[config.mk]
export PLATFORM = sky130hd
export DESIGN_NAME = gray_decoder_flat
export DESIGN_NICKNAME = d
export VERILOG_FILES = /design/src/rtl/gray_decoder_if.sv /design/src/rtl/gray_decoder.sv /design/src/flat_wrapper.sv
export SDC_FILE = /design/constraint.sdc
export NUM_CORES = 1
export LEC_CHECK = 0
export ABC_AREA = 1
export BUFFER_PORTS_ARGS = -buffer_cell sky130_fd_sc_hd__buf_2
export CORE_UTILIZATION = 50
export DETAILED_ROUTE_END_ITERATION = 16
export GPL_TIMING_DRIVEN = 1
export PLACE_DENSITY = 0.74
export SYNTH_ARGS = -nofsm -noshare
export SYNTH_HDL_FRONTEND = slang
export SYNTH_SLANG_ARGS = --single-unit
[constraint.sdc]
create_clock -name clk -period 1.3 [get_ports clk]
set_input_delay 0.13 -clock clk [delete_from_list [all_inputs] [get_ports clk]]
set_output_delay 0.13 -clock clk [all_outputs]
set_load 0.1 [all_outputs]
[src/rtl/gray_decoder_if.sv]
// gray_decoder_if: Gray count in, decoded count and step/error status out.
// master drives gray_in and observes status; slave is the decoder side.
interface gray_decoder_if #(
  parameter int WIDTH = 4
);
  logic [WIDTH-1:0] gray_in;
  logic [WIDTH-1:0] bin_out;
  logic             bin_valid;
  logic             step;
  logic             dir;
  logic             err;
  logic [7:0]       err_count;

  modport master (
    output gray_in,
    input  bin_out, bin_valid, step, dir, err, err_count
  );

  modport slave (
    input  gray_in,
    output bin_out, bin_valid, step, dir, err, err_count
  );
endinterface

[src/rtl/gray_decoder.sv]
// gray_decoder: syncs an async Gray count, decodes to binary, flags steps/errors.
// Ports: clk, rst_n (async low), bus (gray_decoder_if.slave). Option: GRAY_DECODER_ERR_HOLD_EN.
module gray_decoder #(
  parameter int WIDTH       = 4,
  parameter int SYNC_STAGES = 2
) (
  input  logic           clk,
  input  logic           rst_n,
  gray_decoder_if.slave  bus
);

  localparam int CW = $clog2(SYNC_STAGES + 1);

  typedef enum logic [1:0] {
    WARMUP,
    TRACK,
    RESYNC
  } state_e;

  state_e state_q, state_d;

  logic [WIDTH-1:0] sync_q [SYNC_STAGES];
  logic [WIDTH-1:0] sync_d [SYNC_STAGES];

  logic [CW-1:0]    warm_cnt_q, warm_cnt_d;
  logic [WIDTH-1:0] g_prev_q, g_prev_d;
  logic [WIDTH-1:0] bin_q, bin_d;
  logic             valid_q, valid_d;
  logic             step_q, step_d;
  logic             dir_q, dir_d;
  logic             err_q, err_d;
  logic [7:0]       err_cnt_q, err_cnt_d;
`ifdef GRAY_DECODER_ERR_HOLD_EN
  logic             stab_q, stab_d;
  logic             stab_done;
`endif

  function automatic logic [WIDTH-1:0] g2b(
    input logic [WIDTH-1:0] g
  );
    logic [WIDTH-1:0] b;
    b[WIDTH-1] = g[WIDTH-1];
    for (int i = WIDTH - 2; i >= 0; i--) begin
      b[i] = b[i+1] ^ g[i];
    end
    return b;
  endfunction

  logic [WIDTH-1:0] g_cur;
  logic [WIDTH-1:0] dec_cur;
  logic [WIDTH-1:0] diff;
  logic             one_step;
  logic             multi;
  logic             warm_done;

  assign g_cur     = sync_q[SYNC_STAGES-1];
  assign dec_cur   = g2b(g_cur);
  assign diff      = g_cur ^ g_prev_q;
  // Exactly one bit set <=> nonzero and clearing the lowest set bit gives 0.
  assign one_step  = (diff != '0) &&
                     ((diff & (diff - WIDTH'(1))) == '0);
  assign multi     = (diff != '0) && !one_step;
  assign warm_done = (warm_cnt_q == CW'(SYNC_STAGES));

`ifdef GRAY_DECODER_ERR_HOLD_EN
  assign stab_done = (g_cur == g_prev_q) && stab_q;
`endif

  // Raw async input lands directly on the first flop.
  always_comb begin
    sync_d[0] = bus.gray_in;
    for (int i = 1; i < SYNC_STAGES; i++) begin
      sync_d[i] = sync_q[i-1];
    end
  end

  always_ff @(posedge clk or negedge rst_n) begin
    if (!rst_n) begin
      state_q    <= WARMUP;
      for (int i = 0; i < SYNC_STAGES; i++) begin
        sync_q[i] <= '0;
      end
      warm_cnt_q <= '0;
      g_prev_q   <= '0;
      bin_q      <= '0;
      valid_q    <= 1'b0;
      step_q     <= 1'b0;
      dir_q      <= 1'b0;
      err_q      <= 1'b0;
      err_cnt_q  <= '0;
`ifdef GRAY_DECODER_ERR_HOLD_EN
      stab_q     <= 1'b0;
`endif
    end else begin
      state_q    <= state_d;
      for (int i = 0; i < SYNC_STAGES; i++) begin
        sync_q[i] <= sync_d[i];
      end
      warm_cnt_q <= warm_cnt_d;
      g_prev_q   <= g_prev_d;
      bin_q      <= bin_d;
      valid_q    <= valid_d;
      step_q     <= step_d;
      dir_q      <= dir_d;
      err_q      <= err_d;
      err_cnt_q  <= err_cnt_d;
`ifdef GRAY_DECODER_ERR_HOLD_EN
      stab_q     <= stab_d;
`endif
    end
  end

  always_comb begin
    state_d = state_q;
    unique case (state_q)
      WARMUP: begin
        if (warm_done) state_d = TRACK;
      end
      TRACK: begin
`ifdef GRAY_DECODER_ERR_HOLD_EN
        if (multi) state_d = RESYNC;
`endif
      end
      RESYNC: begin
`ifdef GRAY_DECODER_ERR_HOLD_EN
        if (stab_done) state_d = TRACK;
`endif
      end
      default: state_d = WARMUP;
    endcase
  end

  always_comb begin
    warm_cnt_d = warm_cnt_q;
    g_prev_d   = g_prev_q;
    bin_d      = bin_q;
    valid_d    = valid_q;
    step_d     = 1'b0;
    dir_d      = dir_q;
    err_d      = 1'b0;
    err_cnt_d  = err_cnt_q;
`ifdef GRAY_DECODER_ERR_HOLD_EN
    stab_d     = stab_q;
`endif
    unique case (state_q)
      WARMUP: begin
        if (warm_done) begin
          bin_d    = dec_cur;
          g_prev_d = g_cur;
          valid_d  = 1'b1;
        end else begin
          warm_cnt_d = warm_cnt_q + CW'(1);
        end
      end
      TRACK: begin
        g_prev_d = g_cur;
        unique case (1'b1)
          one_step: begin
            bin_d  = dec_cur;
            step_d = 1'b1;
            // A single Gray step is +/-1, so "not +1" means down.
            dir_d  = (dec_cur == bin_q + WIDTH'(1));
          end
          multi: begin
            err_d = 1'b1;
            if (err_cnt_q != 8'hFF) begin
              err_cnt_d = err_cnt_q + 8'd1;
            end
`ifdef GRAY_DECODER_ERR_HOLD_EN
            valid_d = 1'b0;
            stab_d  = 1'b0;
`else
            bin_d   = dec_cur;
`endif
          end
          default: ;
        endcase
      end
      RESYNC: begin
`ifdef GRAY_DECODER_ERR_HOLD_EN
        g_prev_d = g_cur;
        if (g_cur == g_prev_q) begin
          if (stab_q) begin
            bin_d   = dec_cur;
            valid_d = 1'b1;
            stab_d  = 1'b0;
          end else begin
            stab_d = 1'b1;
          end
        end else begin
          stab_d = 1'b0;
        end
`endif
      end
      default: ;
    endcase
  end

  assign bus.bin_out   = bin_q;
  assign bus.bin_valid = valid_q;
  assign bus.step      = step_q;
  assign bus.dir       = dir_q;
  assign bus.err       = err_q;
  assign bus.err_count = err_cnt_q;

endmodule

[src/flat_wrapper.sv]
// flat-port wrapper written by rule: the top's interface ports become plain ports
module gray_decoder_flat 
#(
  parameter int WIDTH       = 4,
  parameter int SYNC_STAGES = 2
)
  (clk, rst_n, bus_gray_in, bus_bin_out, bus_bin_valid, bus_step, bus_dir, bus_err, bus_err_count);
  gray_decoder_if #(.WIDTH(WIDTH)) bus_i ();
  input  logic clk;
  input  logic rst_n;
  input wire logic [$bits(bus_i.gray_in)-1:0] bus_gray_in;
  output wire logic [$bits(bus_i.bin_out)-1:0] bus_bin_out;
  output wire logic [$bits(bus_i.bin_valid)-1:0] bus_bin_valid;
  output wire logic [$bits(bus_i.step)-1:0] bus_step;
  output wire logic [$bits(bus_i.dir)-1:0] bus_dir;
  output wire logic [$bits(bus_i.err)-1:0] bus_err;
  output wire logic [$bits(bus_i.err_count)-1:0] bus_err_count;
  assign bus_i.gray_in = bus_gray_in;
  assign bus_bin_out = bus_i.bin_out;
  assign bus_bin_valid = bus_i.bin_valid;
  assign bus_step = bus_i.step;
  assign bus_dir = bus_i.dir;
  assign bus_err = bus_i.err;
  assign bus_err_count = bus_i.err_count;
  gray_decoder #(.WIDTH(WIDTH), .SYNC_STAGES(SYNC_STAGES)) u_core (.clk(clk), .rst_n(rst_n), .bus(bus_i));
endmodule
=== After elaboration in Yosys (flattened, before gate mapping) ===
Index checks and enable logic that the tools add are counted.

* Register bits: 32
* Bits in latches: 0
* Memory bits (writable): 0
* Memory bits (read-only): 0
* Input bits: 6
* Output and inout bits: 16
* Logic and storage cells: 56
* Memories: 0

* $add $sub $neg: 4
* Multipliers: 0
* Div/mod/pow operators: 0
* $lt $le $gt $ge: 0
* Equality and inequality tests: 7
* Shift operators: 0
* Multiplexer cells: 11
* Bitwise gates (word level): 7
* Reductions and logical operators: 16

{| class="wikitable"
|+ Operator list
! operator !! count
|-
| case mux 4 bit (2 select lines) || 2
|-
| 2-to-1 mux 4 bit || 3
|-
| AND reduction 2 bit || 5
|-
| adder 8 x 1 -> 8 bit (second input constant) || 1
|-
| inequality test 8 bit (second input constant) || 1
|-
| AND reduction 3 bit || 2
|-
| adder 4 x 1 -> 4 bit (second input constant) || 1
|-
| bitwise AND 4 bit || 1
|-
| == test 2 bit (second input constant) || 2
|-
| == test 4 bit || 1
|-
| logical NOT 4 bit || 1
|-
| 2-to-1 mux 1 bit || 4
|-
| case mux 2 bit (2 select lines) || 1
|-
| nonzero test 4 bit || 1
|-
| OR reduction 2 bit || 2
|-
| subtractor 4 x 1 -> 4 bit (second input constant) || 1
|-
| XOR 4 bit || 1
|-
| XOR 1 bit || 3
|-
| adder 2 x 1 -> 2 bit (second input constant) || 1
|-
| == test 2 x 1 -> 1 bit (second input constant) || 1
|-
| logical AND 1 bit || 2
|-
| logical NOT 2 bit || 1
|-
| 2-to-1 mux 2 bit || 1
|-
| inequality test 2 x 1 -> 1 bit (second input constant) || 1
|-
| other kinds (4) || 5
|}

=== Logic depth before layout (Yosys ltp) ===
Gate-level depths: netlist of the first run.

* Depth after elaboration: 10
* Depth in mapped cells: 10
* Depth with buffers taken out: 10

=== Worst setup path after synthesis of the first run ===
No wires, ideal clock.

* Kind: register to register
* From: register u_core.err_cnt_q[1], in the netlist u_core.bus.err_count[1]
* To: register u_core.err_cnt_q[7], in the netlist u_core.bus.err_count[7]
* Setup time: 68 ps
* Arrival: 2079 ps
* Data required time: 1232 ps
* Path slack: -847 ps
* Stages on the path, launching flop included: 10
* Buffers on the path: 0
* Clock period less this slack: 2147 ps
* Cells stage by stage: dfrtp_1 -> ha_1 -> nand3_1 -> nor2_1 -> nand2_1 -> nor2_2 -> nor2_4 -> nand2_4 -> nand2_1 -> nand2_1

* Cells in the longest elaborated chain, start to end: 2
* Elaborated cells between the ends (all ways): 3
* Those cells by class: 1 x add/sub; 1 x eq/ne; 1 x reduce/logical

{| class="wikitable"
|+ RTL lines
! element !! line !! text
|-
| start: declaration || gray_decoder.sv:32 || <nowiki>logic [7:0] err_cnt_q, err_cnt_d;</nowiki>
|-
| start signal: assignment || gray_decoder.sv:106 || <nowiki>err_cnt_q <= err_cnt_d;</nowiki>
|-
| branches (longest 2 deep; another with adder 8 x 1 -> 8 bit) || n/a ||
|}

Several ways; the timed one is not identified.
A chain may end at the register's enable or synchronous reset.

=== Worst setup path in the final report of the first run ===
* From: register u_core.err_cnt_q[1], in the netlist u_core.bus.err_count[1]
* To: register u_core.err_cnt_q[0], in the netlist u_core.bus.err_count[0]

* Cells in the longest elaborated chain, start to end: 2

{| class="wikitable"
|+ RTL lines
! element !! line !! text
|-
| inequality test 8 bit || gray_decoder.sv:166 || <nowiki>if (err_cnt_q != 8'hFF) begin</nowiki>
|-
| AND reduction 3 bit (no line) || n/a ||
|}

Every way passes these cells.

==> results by group, run 1 <==
Outcome
  – Run status: complete, but fails checks
  – Violated checks: setup timing

Route
  – Final ANT Viol Nets: 0
  – Number of violations reported at the end of detailed-routing iteration 0: 60
  – Vias per std cell: 4.96
  – Drt first pass iters: 4
  – Top routing layer used: met4
  – Routed wire length on met2: 1.72 mm
  – Routed wire per std cell: 12.7 microns
  – Vias post-DR: 1,329
  – Detailed-route wire length on metal 1: 1.45 mm
  – Final Routed Wirelength: 3.40 mm
  – Number of DRC violations after detailed routing: 0
  – Wire length on met3: 152 microns

Power and ir drop
  – Peak VDD IR: 2.15 mV
  – Cell-internal power: 2.10 mW
  – Gate power share: 52.9%
  – Net Switching: 1.69 mW
  – Sequential power share: 33.2%
  – Power Density: 1700 nW/um^2
  – Static power due to leakage: 1.13 nW
  – Clock share of power: 13.9%
  – Switching fraction of total power: 44.6%

GRT
  – Pin count of the biggest net entering global routing: 18
  – Global route overflow: 0
  – Initial antenna violation count: 0
  – Global-route wire length before repair: 5.46 mm
  – Tot GR Track Use: 22.8%
  – Via count of the first global-routing pass: 1,223

Critical path
  – Largest fanout on the critical path: 7
  – Arrival @ worst endpoint: 1730 ps
  – Element type at the critical path end: register
  – Slowest Stage Delay on Critical Path: 450 ps
  – Critical Path, Cell by Cell: ha_4 > nand3_4 > nor2_4 > nand2_2 > nor2_2 > nor2_4 > buf_12 > nand3b_1 > nand2_1
  – Required time at the worst-slack endpoint: 1520 ps
  – CP startpoint kind: register
  – Slowest CP cell: sky130_fd_sc_hd__dfrtp_4
  – Class of the most critical setup path: reg -> reg
  – Most prevalent standard cell on the critical path: sky130_fd_sc_hd__nor2_4

Timing
  – Number of endpoints failing setup at the final stage: 12
  – Worst-margin pin slew: 482 ps
  – Tcrit/Tclk final: 116%
  – Worst hold slack after final layout: 250 ps
  – Worst relative slew slack: 68.1%
  – Hold violation total from the final report: 0
  – Maximum clock skew at final layout: 10.3 ps
  – Setup repair after global routing missed its margin: yes
  – Setup_tns: -1340 ps
  – Final period demand of the worst path: 1500 ps
  – Slew Viols, Final: 0
  – Highest attainable clock frequency: 665 MHz
  – Post-route worst setup slack: -204 ps

Clock network
  – Clock buffer depth: 2
  – CTS tree: yes
  – Clock-pin transition on the worst setup and hold timing paths: 100 ps
  – Number of clock sinks: 31
  – Clock Latency Late Sink: 330 ps
  – CTS buffer count: 5
  – H-tree depth: 2
  – CTS root buffer: sky130_fd_sc_hd__clkbuf_4

Synthesis
  – Number of instances in the synthesized netlist: 173
  – Synthesized net count: 182
  – Number of distinct library cells after synthesis: 19
  – Mean area per synthesized cell: 8.54 sq um
  – Warnings, synthesis: 0
  – Post-synthesis cell area: 1480 sq um
  – Fraction of the yosys area taken by sequential cells: 52.5%
  – Post-synthesis register bit count: 31

Layout
  – Final standard cell count with taps included and fillers excluded: 268
  – Fillcell total: 175
  – Share of layout cells above drive strength 1: 43.9%
  – Total Nets Final: 245
  – Ant diodes: 0
  – Relative area change from synthesis to final layout: 51.5%
  – Final standard cell utilization of the core: 80.5%

Min path
  – Type of the worst min-delay path: in -> async

Floorplan
  – Top-level port count: 22
  – Starting utilization of the core area: 53.1%
  – Std-Cell Core Area: 2780 sq um
  – DIE WIDTH: 56.4 microns
  – DIE HEIGHT: 56.4 microns
  – Die area: 3180 sq um
  – Row count: 19

Flow run
  – Number of maximum-capacitance constraint violations: 0

Placed design
  – Final RePlAce weighted congestion: 0.788
  – Placed wire-length estimate: 2.23 mm
  – Number of placed cells counting well taps: 248
  – Number of buffers inserted by port buffering: 21
  – Post-placement setup slack: -114 ps
==> worst max-delay path: cells and delay by family, from the launching register on <==
kind / cells / cell delay, ps
buf+inv: 1 / 130
flops: 1 / 450
simple gates: 7 / 650
fa+ha+maj: 1 / 160
==> power groups by stage <==
stage          logic [mW]  clock network (mW)  registers [mW]
2_1_floorplan       0.354                   0            2.01
3_3_place_gp         1.73                   0            1.25
3_5_place_dp         1.76                   0            1.26
4_1_cts              1.91               0.552            1.26
5_1_grt              2.10               0.590            1.27
6_report             2.01               0.529            1.26
==> final timing paths <==
kind / startpoint / to / slack, ps / cells after the start
worst max-delay path: u_core.bus.err_count[1]$_DFFE_PN0P_ / u_core.bus.err_count[0]$_DFFE_PN0P_ / -200 / 9
worst min-delay path: rst_n / u_core.bus.err_count[6]$_DFFE_PN0P_ / 250 / 2
worst max register to register: u_core.bus.err_count[1]$_DFFE_PN0P_ / u_core.bus.err_count[0]$_DFFE_PN0P_ / -200 / 9
worst min register to register: u_core.sync_d[3]$_DFF_PN0_ / u_core.g_cur[3]$_DFF_PN0_ / 340 / 0
max in group asynchronous: rst_n / u_core.bus.err_count[1]$_DFFE_PN0P_ / 630 / 3
min in group clk: u_core.sync_d[3]$_DFF_PN0_ / u_core.g_cur[3]$_DFF_PN0_ / 340 / 0
==> stage by stage <==
step	total power, mW	instance area [sq um]
after detailed placement	3.02	1970
after floorplan	2.36	1540
after global routing	3.96	2240
after global placement	2.98	1970
after CTS	3.73	2170
final	3.80	2240
==> registers in the layout, indices dropped and copies added (netlist names) <==
name	cells
u_core.sync_d	4
u_core.warm_cnt_q	2
u_core.bus.step	1
u_core.g_cur	4
u_core.g_prev_q	4
u_core.bus.err	1
u_core.bus.err_count	8
u_core.state_q	1
u_core.bus.bin_valid	1
u_core.bus.bin_out	4
u_core.bus.dir	1
==> layout make-up <==
| type | instances | area (sq um) | area share, % |
|---|---|---|---|
| clock inverters | 1 | 5.00 | 0.224 |
| well taps | 31 | 38.8 | 1.73 |
| multi-input cells | 124 | 741 | 33.1 |
| clock buffers | 7 | 45.0 | 2.01 |
| inverters | 17 | 63.8 | 2.85 |
| flip-flops and latches | 31 | 801 | 35.8 |
| repair buffers | 57 | 544 | 24.3 |
==> layer usage <==
layer  global-route usage (%)  vias up
met3                     6.22        8
met5                        0        -
met4                     8.36        0
li1                         -      661
met2                     36.9       43
met1                     29.3      617
==> logic make-up (layout without fill, tap and decap cells) <==
group | Yosys count | in the layout | share of synthesized area, %
AND/OR/NAND/NOR | 101 | 101 | 31.1
flip-flops | 31 | 31 | 52.5
buffers and inverters | 18 | 82 | 4.66
AO/OA/AOI/OAI | 11 | 11 | 3.89
XOR/XNOR | 9 | 9 | 5.33
adder cells (fa/ha/maj) | 3 | 3 | 2.54
==> synthesized netlist by cell type <==
| cell type | count | area, sq um |
|---|---|---|
| sky130_fd_sc_hd__nand2_2 | 3 | 18.8 |
| sky130_fd_sc_hd__buf_2 | 1 | 5.00 |
| sky130_fd_sc_hd__nand3b_1 | 2 | 15.0 |
| sky130_fd_sc_hd__xor2_1 | 6 | 52.6 |
| sky130_fd_sc_hd__inv_2 | 2 | 7.51 |
| sky130_fd_sc_hd__a21oi_1 | 3 | 15.0 |
| sky130_fd_sc_hd__nor2_1 | 11 | 41.3 |
| sky130_fd_sc_hd__nand2_1 | 61 | 229 |
| sky130_fd_sc_hd__nor2_2 | 3 | 18.8 |
| sky130_fd_sc_hd__inv_1 | 15 | 56.3 |
| sky130_fd_sc_hd__dfrtp_1 | 31 | 776 |
| sky130_fd_sc_hd__o21ai_0 | 6 | 30.0 |
| sky130_fd_sc_hd__o21bai_1 | 1 | 7.51 |
| sky130_fd_sc_hd__o21ai_1 | 1 | 5.00 |
| sky130_fd_sc_hd__nand3_1 | 16 | 80.1 |
| sky130_fd_sc_hd__nor2_4 | 2 | 22.5 |
| sky130_fd_sc_hd__xnor2_1 | 3 | 26.3 |
| sky130_fd_sc_hd__nand2_4 | 3 | 33.8 |
| sky130_fd_sc_hd__ha_1 | 3 | 37.5 |
==> layout by cell type, fill, tap and decap left out, drive strengths merged <==
cell type	count
clkbuf	9
nor2	16
inv	17
nand3	16
a21oi	3
nand2	67
xnor2	3
buf	50
dlygate4sd3	5
o21bai	1
clkinv	1
xor2	6
o21ai	7
ha	3
dfrtp	31
nand3b	2
==> repair_timing <==
item | 4_1_cts | 5_1_grt
gates cloned | 0 | 0
hold endpoints to repair | 27 | 0
pin swaps | 7 | 15
resized for setup | 18 | 15
setup buffers | 3 | 5
hold buffers | 5 | 0
endpoints found under the setup margin | 17 | 21
Power figures use the tool's default switching activity.
==> run 2: changes to the inputs <==
--- a/config.mk
+++ b/config.mk
@@ -11,6 +11,7 @@
 export DETAILED_ROUTE_END_ITERATION = 16
 export GPL_TIMING_DRIVEN = 1
 export PLACE_DENSITY = 0.74
+export SETUP_SLACK_MARGIN = 0.2
 export SYNTH_ARGS = -nofsm -noshare
 export SYNTH_HDL_FRONTEND = slang
 export SYNTH_SLANG_ARGS = --single-unit
==> run 2 against run 1 <==
The flow still finishes with violations (setup timing); non-clock buffer count is 11 higher; sequential power hardly changed; die area stayed put; via count is 12% higher; worst setup slack worse by 70 ps; cell count is 4.1% higher; flip-flop and latch count stayed put; global-route usage is 1.4 points higher; combinational power is 9% higher; cell area is 12% higher; critical path type unchanged; highest routed layer unchanged.
==> results by group, run 2 (synthesis results as in run 1) <==
Layout
  – Register area: 802 sq um (was 801 sq um)
  – Ant diodes: 0 (unchanged)
  – Max FFs per register: 8 (unchanged)
  – Multi-input gate area in the final layout: 805 sq um (was 741 sq um)
  – Most frequent cells in the layout: 44 x sky130_fd_sc_hd__nand2_1, 32 x sky130_fd_sc_hd__buf_4, 18 x sky130_fd_sc_hd__nand2_2, 18 x sky130_fd_sc_hd__dfrtp_1, 13 x sky130_fd_sc_hd__buf_12 (was 54 x sky130_fd_sc_hd__nand2_1, 26 x sky130_fd_sc_hd__buf_4, 19 x sky130_fd_sc_hd__dfrtp_1)
  – Non-Filler Cell Area, Final: 2500 sq um (was 2240 sq um)
  – Most common library cell in the layout ignoring fill and taps: sky130_fd_sc_hd__nand2_1 (unchanged)
  – Fillcell total: 114 (was 175)
  – Share of layout cells above drive strength 1: 54.4% (was 43.9%)
  – Relative area change from synthesis to final layout: 69.3% (was 51.5%)
  – Final standard cell count with taps included and fillers excluded: 279 (was 268)
  – Total Nets Final: 256 (was 245)

Route
  – Number of DRC violations after detailed routing: 0 (unchanged)
  – Vias per std cell: 5.32 (was 4.96)
  – Number of violations reported at the end of detailed-routing iteration 0: 63 (was 60)
  – Wire length on met3: 162 microns (was 152 microns)
  – Routed wire per std cell: 16.6 microns (was 12.7 microns)
  – Final ANT Viol Nets: 0 (unchanged)
  – Final Routed Wirelength: 4.62 mm (was 3.40 mm)
  – Top routing layer used: met4 (unchanged)
  – Routed wire length on met2: 2.49 mm (was 1.72 mm)
  – Vias post-DR: 1,485 (was 1,329)
  – Drt first pass iters: 4 (unchanged)
  – Detailed-route wire length on metal 1: 1.82 mm (was 1.45 mm)

Floorplan
  – DIE HEIGHT: 56.4 microns (unchanged)
  – Row count: 19 (unchanged)
  – Top-level port count: 22 (unchanged)
  – Die area: 3180 sq um (unchanged)
  – Std-Cell Core Area: 2780 sq um (unchanged)
  – DIE WIDTH: 56.4 microns (unchanged)
  – Starting utilization of the core area: 53.1% (unchanged)

Clock network
  – CTS tree: yes (unchanged)
  – CTS root buffer: sky130_fd_sc_hd__clkbuf_4 (unchanged)
  – Number of clock sinks: 31 (unchanged)
  – H-tree depth: 2 (unchanged)
  – Clock-pin transition on the worst setup and hold timing paths: 120 ps (was 100 ps)
  – CTS buffer count: 5 (unchanged)
  – Clock Latency Late Sink: 350 ps (was 330 ps)
  – Clock buffer depth: 2 (unchanged)

Critical path
  – Class of the most critical setup path: reg -> reg (unchanged)
  – Required time at the worst-slack endpoint: 1600 ps (was 1520 ps)
  – Arrival @ worst endpoint: 1870 ps (was 1730 ps)
  – Largest fanout on the critical path: 7 (unchanged)
  – CP startpoint kind: register (unchanged)
  – Element type at the critical path end: register (unchanged)

GRT
  – Initial antenna violation count: 0 (unchanged)
  – Via count of the first global-routing pass: 1,341 (was 1,223)
  – Global route overflow: 0 (unchanged)
  – Pin count of the biggest net entering global routing: 17 (was 18)
  – Tot GR Track Use: 24.1% (was 22.8%)
  – Global-route wire length before repair: 5.88 mm (was 5.46 mm)

Placed design
  – Number of placed cells counting well taps: 246 (was 248)
  – Placed wire-length estimate: 2.26 mm (was 2.23 mm)
  – Post-placement setup slack: -102 ps (was -114 ps)
  – Number of buffers inserted by port buffering: 21 (unchanged)
  – Final RePlAce weighted congestion: 0.778 (was 0.788)
  – Instance area after placement: 1960 sq um (was 1970 sq um)

Timing
  – Highest attainable clock frequency: 635 MHz (was 665 MHz)
  – Post-route worst setup slack: -274 ps (was -204 ps)
  – Worst-margin pin slew: 483 ps (was 482 ps)
  – Tcrit/Tclk final: 121% (was 116%)
  – Maximum clock skew at final layout: 16.9 ps (was 10.3 ps)
  – Slew Viols, Final: 0 (unchanged)
  – Worst relative slew slack: 68.0% (was 68.1%)
  – Number of endpoints failing setup at the final stage: 16 (was 12)
  – Setup repair after global routing missed its margin: yes (unchanged)
  – Hold violation total from the final report: 0 (unchanged)
  – Setup_tns: -2500 ps (was -1340 ps)
  – Final period demand of the worst path: 1570 ps (was 1500 ps)

Power and ir drop
  – Tot Pwr: 4.17 mW (was 3.80 mW)
  – Cell-internal power: 2.34 mW (was 2.10 mW)
  – Switching fraction of total power: 43.9% (was 44.6%)
  – Sequential power share: 30.9% (was 33.2%)
  – Power Density: 1670 nW/um^2 (was 1700 nW/um^2)
  – Gate power share: 52.5% (was 52.9%)
  – Static power due to leakage: 1.25 nW (was 1.13 nW)
  – Net Switching: 1.83 mW (was 1.69 mW)
  – Peak VDD IR: 1.97 mV (was 2.15 mV)
  – Clock share of power: 16.6% (was 13.9%)

Outcome
  – Run status: complete, but fails checks (unchanged)
  – Violated checks: setup timing (unchanged)

Flow run
  – Number of maximum-capacitance constraint violations: 0 (unchanged)

Min path
  – Type of the worst min-delay path: in -> async (unchanged)
-- run 2: power by group through the flow --
stage          Clock [mW]  Sequential [mW]  Combinational [mW]
2_1_floorplan           0             2.01               0.355
5_1_grt             0.733             1.30                2.28
6_report            0.690             1.29                2.19
3_3_place_gp            0             1.27                1.69
4_1_cts             0.673             1.27                1.93
3_5_place_dp            0             1.27                1.72
-- run 2: cell type report --
class,count,area share [%]
repair buffers,68,28.8
flip-flops and latches,31,32.1
clock buffers,7,2.60
well taps,31,1.55
clock inverters,1,0.300
multi-input cells,124,32.2
inverters,17,2.55
-- run 2: worst max-delay path: stages (launching register included) --
cell and delay [ps]:
sky130_fd_sc_hd__dfrtp_1 450, sky130_fd_sc_hd__inv_2 90, sky130_fd_sc_hd__nand2_2 60, sky130_fd_sc_hd__nand2_2 100, sky130_fd_sc_hd__nand2_1 60, sky130_fd_sc_hd__nand2_1 100, sky130_fd_sc_hd__nand2_2 110, sky130_fd_sc_hd__nor2_4 190
sky130_fd_sc_hd__buf_12 140, sky130_fd_sc_hd__nand3_1 100, sky130_fd_sc_hd__nand2_1 100
-- run 2: final timing paths --
path                                                  endpoint  slack [ps]                        from  cells past startpoint
min                                  u_core.g_cur[0]$_DFF_PN0_         210                       rst_n                      2
min reg2reg                          u_core.g_cur[3]$_DFF_PN0_         360  u_core.sync_d[3]$_DFF_PN0_                      0
max in group asynchronous    u_core.bus.bin_out[0]$_DFFE_PN0P_         660                       rst_n                      3
max                        u_core.bus.err_count[7]$_DFFE_PN0P_        -270   u_core.g_cur[0]$_DFF_PN0_                     10
min in group clk                     u_core.g_cur[3]$_DFF_PN0_         360  u_core.sync_d[3]$_DFF_PN0_                      0
max reg2reg                u_core.bus.err_count[7]$_DFFE_PN0P_        -270   u_core.g_cur[0]$_DFF_PN0_                     10
-- run 2: metrics by stage --
stage          utilization [%]  hold WS [ps]
6_report                  89.9           212
3_5_place_dp              70.3          68.2
5_1_grt                   89.9           265
4_1_cts                   82.5           242
3_3_place_gp              70.3          63.3
2_1_floorplan                -          -166
-- run 2: timing repair --
item                                   in CTS  in global routing
endpoints found under the hold margin      35                  0
resized for setup                          42                 42
pin swaps                                   6                 16
buffers inserted                           10                 10
hold buffers                                5                  0
setup endpoints to repair                  35                 34
-- run 2: layer usage --
metal	vias up	global-route usage, %
li1	689	-
met1	727	30.9
met2	54	38.4
met3	15	6.68
met4	0	10.5
met5	-	0
